==> src/rtl/mips16_pkg.sv <==
// mips16_pkg -- shared sizing defaults for the MIPS16 register file slice.
//   DEFAULT_DATA_W : register data width
//   DEFAULT_ADDR_W : register address width
//   DEFAULT_NREG   : register count, 2**DEFAULT_ADDR_W
package mips16_pkg;

    localparam int unsigned DEFAULT_DATA_W = 16;
    localparam int unsigned DEFAULT_ADDR_W = 5;
    localparam int unsigned DEFAULT_NREG   = 1 << DEFAULT_ADDR_W;

endpackage : mips16_pkg

==> src/rtl/reg_scoreboard.sv <==
// reg_scoreboard -- one pending bit per register, tracking in-flight writes.
//   clk, rst_n         : clock, asynchronous active-low reset
//   set_en, set_addr   : reserve a destination register (bit set next edge)
//   clr_en, clr_addr   : write-back completion (bit cleared next edge)
//   pending[NREG-1:0]  : current pending bits
// A set and a clear on the same register in one cycle leaves the bit set:
// the new producer owns the register.
module reg_scoreboard
    import mips16_pkg::*;
#(
    parameter int unsigned ADDR_W = DEFAULT_ADDR_W,
    parameter int unsigned NREG   = 1 << ADDR_W
) (
    input  logic              clk,
    input  logic              rst_n,
    input  logic              set_en,
    input  logic [ADDR_W-1:0] set_addr,
    input  logic              clr_en,
    input  logic [ADDR_W-1:0] clr_addr,
    output logic [NREG-1:0]   pending
);

    logic [NREG-1:0] r_pending;
    logic [NREG-1:0] w_pending_nxt;

    // Clear applied first, then set, so set wins on a same-register collision.
    always_comb begin
        w_pending_nxt = r_pending;
        if (clr_en) begin
            w_pending_nxt[clr_addr] = 1'b0;
        end
        if (set_en) begin
            w_pending_nxt[set_addr] = 1'b1;
        end
    end

    always_ff @(posedge clk or negedge rst_n) begin
        if (!rst_n) begin
            r_pending <= '0;
        end else begin
            r_pending <= w_pending_nxt;
        end
    end

    assign pending = r_pending;

endmodule : reg_scoreboard

==> src/rtl/reg_file_sb.sv <==
// reg_file_sb -- 2-read/1-write register file with write-back bypass and a
// pending-write scoreboard for issue-time hazard detection.
//   clk, rst_n            : clock, asynchronous active-low reset
//   wr_en/wr_addr/wr_data : write-back port (register 0 is never written)
//   rd_addr1/2            : source register addresses
//   rd_data1/2            : combinational source operands (with bypass)
//   iss_valid/iss_addr    : reserve a destination register at issue
//   busy1/2               : unresolved pending write on rd_addr1/2
//   stall                 : busy1 | busy2
module reg_file_sb
    import mips16_pkg::*;
#(
    parameter int unsigned DATA_W = DEFAULT_DATA_W,
    parameter int unsigned ADDR_W = DEFAULT_ADDR_W
) (
    input  logic              clk,
    input  logic              rst_n,
    input  logic              wr_en,
    input  logic [ADDR_W-1:0] wr_addr,
    input  logic [DATA_W-1:0] wr_data,
    input  logic [ADDR_W-1:0] rd_addr1,
    input  logic [ADDR_W-1:0] rd_addr2,
    output logic [DATA_W-1:0] rd_data1,
    output logic [DATA_W-1:0] rd_data2,
    input  logic              iss_valid,
    input  logic [ADDR_W-1:0] iss_addr,
    output logic              busy1,
    output logic              busy2,
    output logic              stall
);

    localparam int unsigned NREG = 1 << ADDR_W;

    logic [DATA_W-1:0] r_regs [NREG];
    logic [NREG-1:0]   w_pending;
    logic              w_wr_fire;
    logic              w_wr_live;
    logic              w_iss_accept;
    logic              w_hit1;
    logic              w_hit2;

    // Writes to r0 are dropped; during reset the write port is dead, so the
    // bypass is also suppressed and reads stay at zero.
    assign w_wr_fire = wr_en & (wr_addr != '0);
    assign w_wr_live = w_wr_fire & rst_n;

    always_ff @(posedge clk or negedge rst_n) begin
        if (!rst_n) begin
            for (int unsigned i = 0; i < NREG; i++) begin
                r_regs[i] <= '0;
            end
        end else if (w_wr_fire) begin
            r_regs[wr_addr] <= wr_data;
        end
    end

    assign w_hit1 = w_wr_live & (wr_addr == rd_addr1);
    assign w_hit2 = w_wr_live & (wr_addr == rd_addr2);

    always_comb begin
        rd_data1 = '0;
        if (rd_addr1 != '0) begin
            rd_data1 = w_hit1 ? wr_data : r_regs[rd_addr1];
        end
    end

    always_comb begin
        rd_data2 = '0;
        if (rd_addr2 != '0) begin
            rd_data2 = w_hit2 ? wr_data : r_regs[rd_addr2];
        end
    end

    // A write-back landing this cycle resolves the hazard it was pending on.
    // pending[0] can never set, so address 0 is never busy.
    assign busy1 = w_pending[rd_addr1] & ~w_hit1;
    assign busy2 = w_pending[rd_addr2] & ~w_hit2;
    assign stall = busy1 | busy2;

    // stall depends only on read addresses, pending bits and the write port,
    // so gating the issue with it forms no loop.
    assign w_iss_accept = iss_valid & ~stall & (iss_addr != '0);

    reg_scoreboard #(
        .ADDR_W (ADDR_W),
        .NREG   (NREG)
    ) u_scoreboard (
        .clk      (clk),
        .rst_n    (rst_n),
        .set_en   (w_iss_accept),
        .set_addr (iss_addr),
        .clr_en   (w_wr_fire),
        .clr_addr (wr_addr),
        .pending  (w_pending)
    );

endmodule : reg_file_sb

==> config.mk <==
export PLATFORM = sky130hd
export DESIGN_NAME = reg_file_sb
export DESIGN_NICKNAME = d
export VERILOG_FILES = /design/src/rtl/mips16_pkg.sv /design/src/rtl/reg_scoreboard.sv /design/src/rtl/reg_file_sb.sv
export SDC_FILE = /design/constraint.sdc
export NUM_CORES = 1
export LEC_CHECK = 0
export CELL_PAD_IN_SITES_DETAIL_PLACEMENT = 1
export CELL_PAD_IN_SITES_GLOBAL_PLACEMENT = 1
export CORE_ASPECT_RATIO = 0.75
export CORE_MARGIN = 5
export CORE_UTILIZATION = 35
export DETAILED_ROUTE_END_ITERATION = 7
export PLACE_DENSITY = 0.67
export SLEW_MARGIN = 20
export SYNTH_ARGS = -nofsm -noshare
export SYNTH_HDL_FRONTEND = slang
export SYNTH_SLANG_ARGS = --single-unit
==> constraint.sdc <==
create_clock -name clk -period 3.9 [get_ports clk]
set_clock_uncertainty 0.15 [all_clocks]
set_input_delay 0.585 -clock clk [delete_from_list [all_inputs] [get_ports clk]]
set_output_delay 0.585 -clock clk [all_outputs]
set_load 0.02 [all_outputs]
==> impl_results.md, run 1 <==
- Run status: completed
- # rows: 92
- Worst EP required: 3.16 ns
- Drt first pass iters: 6
- I/O pin cnt: 75
- Hold_buf cts: 0
- Synth top cells by count: dfrtp_1 (544), mux2_2 (500), mux4_2 (250)
- Arr. time, crit path: 3.09 ns
- Final non-filler cell area: 0.0355 mm^2
- Tcrit/Tclk final: 98.1%
- Post-synth top area cell: dfrtp_1
- Pre-CTS setup slack: -0.285 ns
- All-Layer GR Usage: 22.5%
- Top-count cell post-synth: dfrtp_1
- Final setup fails: 0
- Nets: 2252
- Worst Setup Start Kind: input pin
- Slew headroom: 31.3%
- Layout cell share with drive strength beyond 1: 52.0%
- WS Path Type: input pin to primary output
- Largest cells by area after synthesis: dfrtp_1 (46%), mux2_2 (19%), mux4_2 (19%)
- Post-route ant nets: 0
- Critical Path Sink Type: primary output
- Final hold violation count: 0
- Die width: 346 um
- CTS tree: yes
- Ys Warns: 0
- Number of enable flip-flop cells after synthesis: 0
- Static leakage: 0.0154 uW
- FILL cells: 8450
- Area post-placement: 0.0333 mm^2
- Prevailing post-synth register cell: dfrtp_1
- P_sw: 4980 uW
- H-tree Lvls: 2
- CTS buffer count: 57
- Clk_lat worst skew: 0.64 ns
- Die height: 262 um
- Cells after Synth: 2027
- Pwr/cell area: 492 mW/mm^2
- DR iter-0 viols: 1747
- Final worst slack: 0.0746 ns
- Distinct cells, synth: 50
- Sequential power share: 43.5%
- RSZ-0062 raised after global routing: false
- Power share of the clock group: 33.7%
- Final Critical Period: 3.83 ns
- Total Wirelength: 103000 um
- Clock sinks: 544
- Area grow syn2layout: 19.8%
- Syn Area/Cell: 14.6 um^2
- Syn nets: 2067
- GRT overflow: 0
- DR vias: 20200
- Worst Max-Slew Pin Slew: 1.03 ns
- Vias in the first global route: 22100
- Per-cell routed wire length: 30.3 um
- R2r setup slk: 1.30 ns
- Pin count of the biggest net entering global routing: 178
- Starting Density: 35.3%
- Clock buffer depth: 3
- IO buf count: 74
- Worst Hold Class: input pin to async pin
- Slew Limit Fails: 0
- FMAX: 261 MHz
- Initial antenna violation count: 1
- Routability Congestion: 0.863
- Total of max-cap violations: 0
- CP Max Fanout: 12
- Multi-input logic area: 0.0151 mm^2
- Drt drc: 0
- Clock transition at path regs: 0.06 ns
- Global-route wire length before repair: 153000 um
- Storage cell area: 0.0136 mm^2
- Setup TNS Final: 0 ns
- Asr flop ratio synth: 100%
- Part of the power in combinational logic: 22.8%
- Sequential fraction of the synthesis area: 46.0%
- Root buffer cell: clkbuf_16
- CORE AREA: 0.0840 mm^2
- Internal: 12500 uW
- Synth top area share: 46.0%
- Die footprint: 0.0906 mm^2
- Via density: 5.95
- Sw Share: 28.5%
- Final HPWL DP: 69900 um
- Yosys reg bits: 544
- Max rail drop VDD: 0.358 mV
- Cell area after synthesis: 0.0296 mm^2
cells in the final DEF (no fill, tap or decap), types with 16 or more instances in the layout:
cell type / instances
nor3_1: 26
a22oi_1: 24
mux4_2: 250
nor2_1: 61
clkbuf_16: 57
inv_1: 16
a32o_1: 33
dfrtp_1: 544
dlygate4sd2_1: 23
nand2_1: 24
buf_4: 220
clkbuf_8: 19
mux2i_1: 125
mux2_2: 500
clkdlybuf4s50_1: 34
buf_12: 43
a221oi_1: 21
a21oi_1: 41
registers in the layout, summed over array words and instances (netlist names):
signal and cells:
r_regs 512, u_scoreboard.pending 32
worst paths after layout:
kind	startpoint	endpoint	depth (start not counted)
setup / recovery	rd_addr2[3]	rd_data2[1]	12
hold / removal	rst_n	r_regs[207]	2
setup reg to reg	u_scoreboard.pending[31]	u_scoreboard.pending[15]	8
hold reg to reg	r_regs[497]	r_regs[497]	0
max in group asynchronous	rst_n	r_regs[510]	3
min in group clk	r_regs[497]	r_regs[497]	0
routing by layer:
metal	wire, um	track usage (%)	vias to the layer above
li1	-	-	8244
met1	46200	32.4	11000
met2	46100	34.6	738
met3	6960	4.58	186
met4	3310	7.02	2
met5	13	0	-
stage by stage:
step	util, %	hold slack (ns)	power (uW)	cells
global route	42.2	0.0599	18200	3387
CTS	42.2	0.00484	17500	3387
finish	42.2	0.00519	17500	3388
global placement	39.7	0.227	11300	3281
detailed placement	39.7	0.241	11600	3281
floorplan	-	0.139	10000	2027
critical path: stages:
cell             delay [ns]
clkdlybuf4s50_1        0.45
buf_12                 0.18
inv_2                  0.08
buf_4                  0.15
buf_12                 0.19
mux2i_2                0.29
a21oi_1                0.11
buf_4                  0.16
a311oi_2               0.33
buf_4                  0.16
nor3_1                 0.04
dlygate4sd2_1          0.33
power groups by stage:
stage	sequential [uW]	clock, uW	combinational, uW
final	7590	5890	3990
after global placement	7500	0	3840
after global routing	7710	6210	4250
after CTS	7560	6000	3990
after detailed placement	7650	0	3970
after floorplan	7310	0	2730
cells by family after synthesis:
logic type      share of synthesized area [%]
compound gates                           4.63
xor+xnor                                0.296
buf+inv                                  3.64
flops                                    46.0
mux                                      42.4
simple gates                             3.11
timing repair:
| item | in CTS | in global routing |
|---|---|---|
| pin swaps | 2 | 0 |
| gates resized for setup | 45 | 15 |
| hold endpoints to repair | 0 | 0 |
| setup endpoints to repair | 30 | 10 |
| buffers inserted | 0 | 0 |
area by class of cell:
class                           instances  area share, %
Antenna cell                            1        0.00705
Clock buffer                           84           4.84
Clock inverter                         22          0.825
Inverter                               17          0.180
Multi-Input combinational cell       1252           42.6
Sequential cell                       544           38.4
Tap cell                             1128           3.98
Timing Repair Buffer                  340           9.22
(Power assumes the default switching activity.)
==> run 2, diff against run 1 <==
- PLACE_DENSITY: 0.67 -> 0.69
- clock period: 3.9 -> 3.1 ns (I/O delays scaled with it)
==> impl_results.md, run 2 (synthesized netlist as in run 1, its figures left out) <==
- Max rail drop VDD: 0.475 mV (+33%)
- Clock sinks: 544 (unchanged)
- RSZ-0062 raised after global routing: true
- Starting Density: 35.3% (unchanged)
- Arr. time, crit path: 2.74 ns (-0.35 ns)
- Worst EP required: 2.48 ns (-0.68 ns)
- Die footprint: 0.0906 mm^2 (unchanged)
- Post-route ant nets: 0 (unchanged)
- R2r setup slk: 0.57 ns (-0.73 ns)
- WS Path Type: flip-flop to primary output
- Total Wirelength: 111000 um (+8.4%)
- Worst Max-Slew Pin Slew: 1.06 ns (+0.0326 ns)
- Drt drc: 0 (unchanged)
- FMAX: 298 MHz
- Final core utilization: 44.7% (+2.4 points)
- Nets: 2390 (+6.1%)
- Most used cell along the critical path: mux4_2
- Failing checks: negative setup slack
- Tcrit/Tclk final: 108%
- Critical path's slowest cell: mux4_2
- Pre-CTS setup slack: -1.18 ns (-0.891 ns)
- Crit-path max cell delay: 0.49 ns (+0.04 ns)
- Placed cell count: 3356 (+2.3%)
- Worst Hold Class: flip-flop to flip-flop
- Run status: finished with violations
- Pin count of the biggest net entering global routing: 174 (-2.2%)
- Critical path cell sequence: mux4_2 > mux4_2 > nor2b_4 > a311oi_4 > nor3_4 > buf_6
- Pwr/cell area: 609 mW/mm^2 (+24%)
- CP Max Fanout: 2 (-10)
- Max reg flops: 512 (unchanged)
- IO buf count: 74 (unchanged)
- Most common cell after layout, fill and taps aside: dfrtp_1
- Clock transition at path regs: 0.07 ns (about the same)
- CTS tree: yes
- Drt first pass iters: 5 (-1)
- Slew headroom: 29.2% (-2.2 points)
- Area grow syn2layout: 26.7%
- Layout cell share with drive strength beyond 1: 59.0% (+7.0 points)
- Routability Congestion: 0.877 (+1.6%)
- H-tree Lvls: 2 (unchanged)
- DR vias: 21200 (+5.2%)
- Total of max-cap violations: 0 (unchanged)
- All-Layer GR Usage: 24.2% (+1.7 points)
- Slew Limit Fails: 0 (unchanged)
- CORE AREA: 0.0840 mm^2 (unchanged)
- Most frequent cells in the layout: dfrtp_1 (544), mux2_2 (499), buf_4 (318)
- Antenna Cells: 0 (-1)
- # rows: 92 (unchanged)
- GRT overflow: 0 (unchanged)
- DR iter-0 viols: 1993 (+14%)
- Via density: 6.02 (+1.1%)
- Clk_lat worst skew: 0.63 ns (about the same)
- Final worst slack: -0.258 ns (-0.333 ns)
- Die height: 262 um (unchanged)
- Static leakage: 0.0164 uW (+6.1%)
- Worst Setup Start Kind: flip-flop
- Setup TNS Final: -3.04 ns (-3.04 ns)
- CTS buffer count: 58 (+1.8%)
- Final hold violation count: 0 (unchanged)
- Root buffer cell: clkbuf_16
- Per-cell routed wire length: 31.5 um (+4.2%)
- Final HPWL DP: 75700 um (+8.4%)
- I/O pin cnt: 75 (unchanged)
- Global-route wire length before repair: 162000 um (+5.8%)
- Vias in the first global route: 22900 (+3.7%)
- Post-route insts no fill: 3525 (+4.0%)
- Largest Register: r_regs
- Final Critical Period: 3.36 ns
- Final setup fails: 24 (+24)
- Initial antenna violation count: 0 (-1)
- Die width: 346 um (unchanged)
- Clock buffer depth: 3 (unchanged)
- Critical Path Sink Type: primary output
## run 2: changes by cell type in the layout (fill, tap and decap cells not counted), sizes merged, moves of 2 or more
cell,delta
buf,+170
clkbuf,-2
clkdlybuf4s50,-9
clkinv,+5
dlygate4sd2,-20
dlymetal6s2s,-6
inv,-2
## run 2: per-layer routing
layer / share of wire (%) / global-route usage [%]
met3: 9.2 / 7.41
met4: 4.1 / 8.51
met2: 45 / 37.4
met1: 41 / 32.6
met5: 0 / 0
## run 2: final cells by class
class / count / area [um^2]
Clock inverter: 25 / 318
Clock buffer: 82 / 1740
Sequential cell: 544 / 13600
Multi-Input combinational cell: 1252 / 15600
Inverter: 17 / 76.3
Fill cell: 8335 / 46500
Tap cell: 1128 / 1410
Timing Repair Buffer: 477 / 4730
## run 2: worst paths after layout
path / from / end / depth (start not counted)
worst max-delay path: r_regs[425] / rd_data2[9] / 6
worst min-delay path: r_regs[509] / r_regs[509] / 0
worst max register to register: u_scoreboard.pending[13] / u_scoreboard.pending[11] / 8
worst min register to register: r_regs[509] / r_regs[509] / 0
max in group asynchronous: rst_n / r_regs[511] / 5
min in group asynchronous: rst_n / r_regs[170] / 4
## run 2: report_power, final
group / switching [uW] / internal (uW) / total, uW
clock: 3100 / 4470 / 7570
combinational: 2480 / 3300 / 5780
sequential: 1060 / 8460 / 9520
## run 2: timing repair
| action | 4_1_cts | 5_1_grt |
|---|---|---|
| hold buffers | 1 | 0 |
| hold endpoints to repair | 94 | 0 |
| setup buffers | 57 | 21 |
| pin swaps | 61 | 38 |
| cloned | 3 | 2 |
| endpoints found under the setup margin | 35 | 32 |
| gates resized for setup | 337 | 53 |
## run 2: worst max-delay path: cells and delay by family, from the launching register on
kind / cells / cell delay [ns]
AND/OR/NAND/NOR: 2 / 0.26
flip-flops: 1 / 0.40
multiplexers: 2 / 0.97
AO/OA/AOI/OAI: 1 / 0.32
buffers and inverters: 1 / 0.15
## run 2: metrics by stage
step / hold slack (ns) / area (um^2) / total power, uW
2_1_floorplan: 0.0194 / 29600 / 12600
3_5_place_dp: 0.237 / 34100 / 14800
6_report: 0.256 / 37500 / 22900
3_3_place_gp: 0.232 / 34100 / 14500
4_1_cts: 0.255 / 37100 / 22700
5_1_grt: 0.266 / 37500 / 23700
